### src/rtl/merge_referee_pkg.sv
// merge_referee_pkg -- shared transaction-layer definitions for the merge referee.
//
// Contents:
//   DATA_W        width of every FIFO word carried through the referee
//   NCH           number of source channels
//   LINK_*        encodings of the 4-bit link state input
//   fsm_e         arbiter FSM state encoding (IDLE / RUN / STALL)
//   link_active() true for either of the two active link encodings
package merge_referee_pkg;

  localparam int DATA_W = 12;
  localparam int NCH    = 4;

  localparam logic [3:0] LINK_RESET    = 4'b0001;
  localparam logic [3:0] LINK_ACTIVE_A = 4'b0100;
  localparam logic [3:0] LINK_ACTIVE_B = 4'b1000;

  typedef enum logic [1:0] {
    FSM_IDLE  = 2'd0,
    FSM_RUN   = 2'd1,
    FSM_STALL = 2'd2
  } fsm_e;

  function automatic logic link_active(input logic [3:0] link_state);
    return (link_state == LINK_ACTIVE_A) || (link_state == LINK_ACTIVE_B);
  endfunction

endpackage

### src/rtl/merge_referee_rr_pick4.sv
// rr_pick4 -- channel eligibility and next-pointer logic for the merge referee.
//
// Purely combinational. A channel is eligible when its FIFO is not empty and
// it was not popped on the previous cycle (its head word is still the one
// being dequeued, so granting it again would duplicate that word).
//
// Build option: MERGE_REFEREE_SKIP_EMPTY_EN
//   defined   -> work-conserving: grant the first eligible channel at or
//                after ptr_i; pointer holds when nothing is eligible.
//   undefined -> strict TDM: only channel ptr_i may be granted; the pointer
//                advances every slot whether or not it was used.
//
// Ports:
//   ptr_i       current round-robin pointer
//   empty_i     source FIFO empty flags, bit n = channel n
//   last_pop_i  pop strobes registered on the previous cycle
//   grant_o     a channel is granted this slot
//   chan_o      granted channel (valid when grant_o)
//   ptr_next_o  pointer value to load when this slot is taken
module rr_pick4 (
  input  logic [1:0] ptr_i,
  input  logic [3:0] empty_i,
  input  logic [3:0] last_pop_i,
  output logic       grant_o,
  output logic [1:0] chan_o,
  output logic [1:0] ptr_next_o
);

  logic [3:0] eligible;

  assign eligible = ~empty_i & ~last_pop_i;

`ifdef MERGE_REFEREE_SKIP_EMPTY_EN
  logic [1:0] scan_idx;

  // Scan from the farthest offset down to ptr itself so the nearest
  // eligible channel is the last one written and therefore wins.
  always_comb begin
    grant_o  = 1'b0;
    chan_o   = ptr_i;
    scan_idx = ptr_i;
    for (int k = 3; k >= 0; k--) begin
      scan_idx = ptr_i + 2'(k);
      if (eligible[scan_idx]) begin
        grant_o = 1'b1;
        chan_o  = scan_idx;
      end
    end
    ptr_next_o = grant_o ? (chan_o + 2'd1) : ptr_i;
  end
`else
  // In strict TDM the granted channel is always ptr, so n+1 and the idle
  // slot advance are the same value.
  always_comb begin
    grant_o    = eligible[ptr_i];
    chan_o     = ptr_i;
    ptr_next_o = ptr_i + 2'd1;
  end
`endif

endmodule

### src/rtl/merge_referee.sv
// merge_referee -- merges four source FIFOs into one destination FIFO.
//
// A three-state FSM (IDLE / RUN / STALL) follows the link state and the
// destination almost_full flag; in RUN a round-robin arbiter (rr_pick4)
// grants at most one source per cycle. All strobes and data_out are
// registered. Link state RESET clears everything synchronously; reset_L
// clears everything asynchronously.
//
// Build option: MERGE_REFEREE_SKIP_EMPTY_EN (see rr_pick4) selects
// work-conserving skipping of empty channels instead of strict TDM.
//
// Ports:
//   clk, reset_L            clock, asynchronous active-low reset
//   state[3:0]              link state (0001 reset, 0100/1000 active, else hold)
//   empty_0..3              source FIFO empty flags
//   data_in_0..3[11:0]      source FIFO head words
//   almost_full             destination FIFO almost-full flag
//   pop_0..3                registered dequeue strobes to the sources
//   push                    registered enqueue strobe to the destination
//   data_out[11:0]          registered word carried by push
module merge_referee
  import merge_referee_pkg::*;
(
  input  logic              clk,
  input  logic              reset_L,
  input  logic [3:0]        state,
  input  logic              empty_0,
  input  logic              empty_1,
  input  logic              empty_2,
  input  logic              empty_3,
  input  logic [DATA_W-1:0] data_in_0,
  input  logic [DATA_W-1:0] data_in_1,
  input  logic [DATA_W-1:0] data_in_2,
  input  logic [DATA_W-1:0] data_in_3,
  input  logic              almost_full,
  output logic              pop_0,
  output logic              pop_1,
  output logic              pop_2,
  output logic              pop_3,
  output logic              push,
  output logic [DATA_W-1:0] data_out
);

  fsm_e              fsm_q, fsm_d;
  logic [1:0]        ptr_q, ptr_d;
  logic [NCH-1:0]    pop_q, pop_d;
  logic              push_q, push_d;
  logic [DATA_W-1:0] data_q, data_d;

  logic [NCH-1:0]    empty_vec;
  logic [DATA_W-1:0] din [NCH];

  logic              pick_grant;
  logic [1:0]        pick_chan;
  logic [1:0]        pick_ptr_next;

  assign empty_vec = {empty_3, empty_2, empty_1, empty_0};
  assign din[0]    = data_in_0;
  assign din[1]    = data_in_1;
  assign din[2]    = data_in_2;
  assign din[3]    = data_in_3;

  // The registered pop vector doubles as the last-popped record: it is
  // exactly what was popped on the previous cycle and clears with reset.
  rr_pick4 u_pick (
    .ptr_i      (ptr_q),
    .empty_i    (empty_vec),
    .last_pop_i (pop_q),
    .grant_o    (pick_grant),
    .chan_o     (pick_chan),
    .ptr_next_o (pick_ptr_next)
  );

  always_comb begin
    fsm_d  = fsm_q;
    ptr_d  = ptr_q;
    pop_d  = '0;
    push_d = 1'b0;
    data_d = data_q;

    if (state == LINK_RESET) begin
      // Synchronous clear; any grant that would have been made is dropped.
      fsm_d  = FSM_IDLE;
      ptr_d  = 2'd0;
      data_d = '0;
    end else if (link_active(state)) begin
      case (fsm_q)
        FSM_IDLE: fsm_d = FSM_RUN;
        FSM_RUN: begin
          // almost_full wins over any candidate in the same cycle.
          if (almost_full) begin
            fsm_d = FSM_STALL;
          end else begin
            ptr_d = pick_ptr_next;
            if (pick_grant) begin
              pop_d[pick_chan] = 1'b1;
              push_d           = 1'b1;
              data_d           = din[pick_chan];
            end
          end
        end
        FSM_STALL: begin
          if (!almost_full) begin
            fsm_d = FSM_RUN;
          end
        end
        default: fsm_d = FSM_IDLE;
      endcase
    end
    // Any other link state: FSM, pointer and data hold, strobes drop.
  end

  always_ff @(posedge clk or negedge reset_L) begin
    if (!reset_L) begin
      fsm_q  <= FSM_IDLE;
      ptr_q  <= 2'd0;
      pop_q  <= '0;
      push_q <= 1'b0;
      data_q <= '0;
    end else begin
      fsm_q  <= fsm_d;
      ptr_q  <= ptr_d;
      pop_q  <= pop_d;
      push_q <= push_d;
      data_q <= data_d;
    end
  end

  assign pop_0    = pop_q[0];
  assign pop_1    = pop_q[1];
  assign pop_2    = pop_q[2];
  assign pop_3    = pop_q[3];
  assign push     = push_q;
  assign data_out = data_q;

endmodule

### config.mk
export PLATFORM = sky130hd
export DESIGN_NAME = merge_referee
export DESIGN_NICKNAME = d
export VERILOG_FILES = /design/src/rtl/merge_referee_pkg.sv /design/src/rtl/merge_referee_rr_pick4.sv /design/src/rtl/merge_referee.sv
export SDC_FILE = /design/constraint.sdc
export NUM_CORES = 1
export LEC_CHECK = 0
export BUFFER_PORTS_ARGS = -buffer_cell sky130_fd_sc_hd__buf_4
export CAP_MARGIN = 20
export CORE_UTILIZATION = 39
export CTS_CLUSTER_DIAMETER = 120
export CTS_CLUSTER_SIZE = 20
export DETAILED_ROUTE_END_ITERATION = 10
export PLACE_DENSITY = 0.75
export SLEW_MARGIN = 10
export SYNTH_ARGS = -nofsm -noshare
export SYNTH_HDL_FRONTEND = slang
export SYNTH_SLANG_ARGS = --single-unit
### constraint.sdc
create_clock -name clk -period 1.8 [get_ports clk]
set_clock_uncertainty 0.2 [all_clocks]
set_input_delay 0.18 -clock clk [delete_from_list [all_inputs] [get_ports clk]]
set_output_delay 0.18 -clock clk [all_outputs]
set_load 0.005 [all_outputs]
# Yosys cells after proc, flatten, opt, wreduce, memory -nomap -nowiden
# Index checks and enable logic that the tools add are counted.
dict set report word_totals {
  reg_bits 21
}
dict set report op_classes {
  add_sub_neg 1
  magnitude_cmp 3
  muxes 31
  n_eq_ne 8
  bitwise_logic 4
  n_reduce_logical 9
}
# cell count
set op_table {}
lappend op_table {{$mux 12} 7}
lappend op_table {{$bmux 12 s2} 1}
lappend op_table {{$mux 4} 5}
lappend op_table {{$mux 2} 8}
lappend op_table {{$not 4->4} 2}
lappend op_table {{$mux 1} 7}
lappend op_table {{$ne 3x3->1 const B} 2}
lappend op_table {{$pmux 2 s3} 1}
lappend op_table {{$reduce_and 3->1} 2}
lappend op_table {{$reduce_bool 2->1} 3}
lappend op_table {{$and 4x4->4} 1}
lappend op_table {{$eq 4x1->1 const B} 1}
lappend op_table {{$eq 4x3->1 const B} 1}
lappend op_table {{$eq 4x4->1 const B} 1}
lappend op_table {{$reduce_and 4->1} 1}
lappend op_table {{$ge 3x3->1 const B} 1}
lappend op_table {{$lt 2x3->1 const B} 1}
lappend op_table {{$not 2->3} 1}
lappend op_table {{$add 2x1->2 const B} 1}
lappend op_table {{$bmux 1 s2} 1}
lappend op_table {{$demux 1 s2} 1}
lappend op_table {{$eq 2x1->1 const B} 1}
lappend op_table {{$eq 2x2->1 const B} 1}
lappend op_table {{$ge 2x1->1 const B} 1}
lappend op_table {{other kinds (4)} 4}

# Depth between registers and ports, before layout
dict set report logic_depth {
  ltp_word 9
  ltp_mapped 7
  ltp_nobuf 4
}

# Modules after synthesis
# Synthesis repeated with hierarchy kept, for this count alone.
dict set report unflattened {
  hier_cells 122
  area_unflattened_um2 1413.9
}
# module area_per_inst_um2 cells_each n_inst
set modules_own_cells {}
lappend modules_own_cells {merge_referee 1348.8 113 1}
lappend modules_own_cells {rr_pick4 65.1 9 1}

# Worst setup path after synthesis
# Ideal clock, no wire load.
dict set report synth_path {
  kind {reg-to-reg}
  from {reg ptr_q[0]}
  to {reg data_q[10], in the netlist data_out[10]}
  path_slack_ns -0.169
  arrival_time_ns 1.644
  synth_period_minus_slack_ns 1.969
  stages_incl_launch_ff 8
  path_cell_list {dfrtp_1 buf_2 nor3_1 a21oi_1 a211o_1 buf_2 buf_6 mux2_4}
}
dict set report synth_via {
  elab_chain_len 9
  word_cells_on_any_way 13
  classes_between {mux (10); bitwise (1); reduce/logical (2)}
}
# item line
set synth_lines {}
lappend synth_lines {{from (decl)} merge_referee.sv:45} ;# logic [1:0] ptr_q, ptr_d;
lappend synth_lines {{from (signal assigned)} merge_referee.sv:122} ;# ptr_q <= ptr_d;
lappend synth_lines {{$not 2->3 (implied by the code)} merge_referee.sv:98} ;# data_d = din[pick_chan];
lappend synth_lines {{$bmux 12 s2} merge_referee.sv:98}
lappend synth_lines {{$mux 12 (implied by the code) (2 in series)} merge_referee.sv:98}
lappend synth_lines {{$mux 12} merge_referee.sv:95} ;# if (pick_grant) begin
lappend synth_lines {{$mux 12} merge_referee.sv:91} ;# if (almost_full) begin
lappend synth_lines {{$mux 12} merge_referee.sv:87} ;# case (fsm_q)
lappend synth_lines {{$mux 12} merge_referee.sv:86} ;# end else if (link_active(state)) begin
lappend synth_lines {{$mux 12} merge_referee.sv:81} ;# if (state == LINK_RESET) begin
lappend synth_lines {{to (signal assigned)} merge_referee.sv:125} ;# data_q <= data_d;
lappend synth_lines {{to (decl)} merge_referee.sv:48} ;# logic [DATA_W-1:0] data_q, data_d;
# Several ways; a longest one is shown, not always the timed one. The select of a mux whose other input is x is not followed.
# A chain may end at the register's enable or synchronous reset.

# Worst setup path after layout
dict set report layout_path {
  from {reg ptr_q[0]}
  to {reg data_q[0], in the netlist data_out[0]}
}
# The elaborated chain is that of the path after synthesis.

==> flow_metrics.tcl <==
set metrics [dict create \
    core_um2 3130 \
    cap_violations 0 \
    syn_area_per_cell_um2 12.5 \
    synthesis.area_um2 1310 \
    start_util_pct 42.0 \
    die_h_um 60.0 \
    worstSetupStartpointType "flop" \
    netlist_instances 105 \
    grt_pass1_vias 1204 \
    holdWs_ps 16.2 \
    dieArea_um2 3600 \
    vdd_drop_max_mv 0.467 \
    clkSinkCount 21 \
    slew_viol_final 0 \
    grt_util_met1_pct 23.3 \
    rsz0062_at_grt "yes" \
    yosysWarnings 0 \
    ys_seq_area_share_pct 40.0 \
    max_freq_mhz 574 \
    cts.reportedPaths.clkPinSlew_ps 110 \
    cts-htree-levels 1 \
    hold_violations 0 \
    hold_class "in -> reg" \
    final_cell_mix "82 x buf_4, 20 x dfrtp_1, 12 x mux4_2, 12 x nor2b_1, 9 x nor2_1" \
    clockRootBuffer "clkbuf_4" \
    max_stage_delay_ps 510 \
    maxSlewHeadroom_pct 82.2 \
    critPathSlowestCell "mux4_2" \
    worstSetupPathType "reg -> reg" \
    drt-vias-per-instance 5.02 \
    cts_made_buffers 3 \
    leakage_uw 0.00104 \
    drt_iter0_drc 29 \
    drtPass1Iterations 4 \
    critPathMaxFanout 6 \
    fp.dieW_um 60.0 \
    top_usage_layer "met2" \
    drt_wl_total_mm 3.38 \
    drcViolationCount 0 \
    postRouteAntennaNets 0 \
    clk_path_buf_depth 2 \
    grt_max_degree 22 \
    layout_commonest_cell "buf_4" \
    fin_crit_sh_pct 96.8 \
    wl_per_cell_um 14.6 \
    antenna_cells 0 \
    num_rows 20 \
    ys_types 26 \
    critPathRequiredTime_ps 1790 \
    grt_pass1_wl_mm 5.24 \
    final_core_utilization_pct 64.8 \
    gr-usage-met3_pct 3.90 \
    areaGrowthSynthToFinish_pct 54.5 \
    grt_util_all_layers_pct 20.2 \
    n_fill_cell 256 \
    drive_gt1_share_pct 61.7 \
    portBuffers 75 \
    cellPowerDensity_nw_per_um2 946 \
    cts_tree "built" \
    fin_crit_ps 1740 \
    place_hpwl_mm 2.69 \
    gp_congestion 0.738 \
    multi_input_comb_area_um2 732 \
    nNetsFinal 252 \
    worst_slew_pin_slew_ps 266 \
    clk_latency_ps 290 \
    seq_area_um2 527 \
    endpoint_kind "flop" \
    total_power_uw 1920 \
    vias 1165 \
    antenna_found_initial 0 \
    status "completed" \
    crit_chain "buf_4 -> mux4_2 -> mux2_2" \
    syn_nets 168 \
    finalSetupViolations 0 \
    grt.overflow.total 0 \
    ys_seq_elements 21 \
    grtUsageMet2_pct 37.1 \
    boundaryPins 76 \
    critPathArrivalTime_ps 1730 \
]
[per-stage QoR]
step                      setup slack (ps)  instance area, um^2  TNS (ps)  std cells
after floorplan                      -31.7                 1340      -159        105
after global placement                33.3                 1970         0        226
after detailed placement             -27.5                 1970     -71.7        226
after CTS                             13.0                 2020         0        232
after global routing                 -9.08                 2030     -13.3        232
final                                 57.2                 2030         0        232
[state kept, by name (all words and copies together), names as in the netlist]
register,count
data_out,12
ptr_q,2
fsm_q,2
push,1
pop_q,4
[worst paths after layout]
check / startpoint / endpoint / slack [ps] / cells after the start
min in group asynchronous: reset_L / fsm_q[0]$_DFFE_PN0P_ / 100 / 2
max in group asynchronous: reset_L / ptr_q[0]$_DFFE_PN0P_ / 1070 / 2
max reg2reg: ptr_q[0]$_DFFE_PN0P_ / data_out[0]$_DFFE_PN0P_ / 60 / 3
max: ptr_q[0]$_DFFE_PN0P_ / data_out[0]$_DFFE_PN0P_ / 60 / 3
min: almost_full / fsm_q[1]$_DFFE_PN0P_ / 20 / 3
min reg2reg: fsm_q[0]$_DFFE_PN0P_ / fsm_q[0]$_DFFE_PN0P_ / 360 / 1
[cell type report]
class                           instances  area share (%)
Sequential cell                        21            26.0
Clock buffer                            4            1.30
Timing Repair Buffer                   86            32.4
Multi-Input combinational cell         69            36.1
Tap cell                               44            2.71
Inverter                                8            1.48
[where the power goes]
group          internal [uW]  switching (uW)  leakage (uW)
clock network           86.1             133     0.0000150
registers                588            94.4      0.000283
logic                    645             373      0.000745
[metal layers]
metal | share of wire (%) | wire length (um)
met5 | 0 | 0
met4 | 1.1 | 38
met3 | 7.8 | 263
met2 | 51 | 1720
met1 | 40 | 1360
[timing repair]
item | in CTS | in global routing
hold endpoints to repair | 22 | 0
hold buffers | 2 | 0
resized for setup | 2 | 2
setup endpoints to repair | 8 | 6
setup buffers | 0 | 0
[logic make-up (layout without fill, tap and decap cells)]
| logic type | Yosys count | count (layout) | share of synthesized area [%] |
|---|---|---|---|
| AOI/OAI and AO/OA | 6 | 6 | 3.05 |
| xor gates and xnor gates | 2 | 2 | 1.33 |
| adders and majority gates | 4 | 4 | 3.81 |
| buffers and inverters | 15 | 98 | 5.15 |
| DFF | 21 | 21 | 40.0 |
| muxes | 25 | 25 | 33.1 |
| and+or+nand+nor | 32 | 32 | 13.5 |
[worst max-delay path: cells and delay by family (launching register included)]
kind,cells,cell delay (ps)
buffers and inverters,1,210
flip-flops,1,440
multiplexers,2,790
[cells in the mapped netlist]
master	count	area, um^2
dfrtp_1	21	526
mux4_2	12	270
nor2b_1	12	75.1
nor2_1	10	37.5
inv_1	8	30.0
mux2_2	7	78.8
mux2_4	5	75.1
ha_1	4	50.1
a21oi_1	3	15.0
buf_2	3	15.0
clkbuf_1	3	11.3
nand2_1	2	7.51
nor3_1	2	10.0
a211o_1	1	8.76
a211oi_1	1	7.51
a311oi_1	1	8.76
and2_1	1	6.26
buf_6	1	11.3
mux2i_1	1	10.0
nand2b_1	1	6.26
nand3_1	1	5.00
nand4_1	1	6.26
nand4b_1	1	8.76
nor4b_2	1	15.0
xnor2_1	1	8.76
xor2_1	1	8.76
No activity file was read; power rests on OpenSTA's default activity.
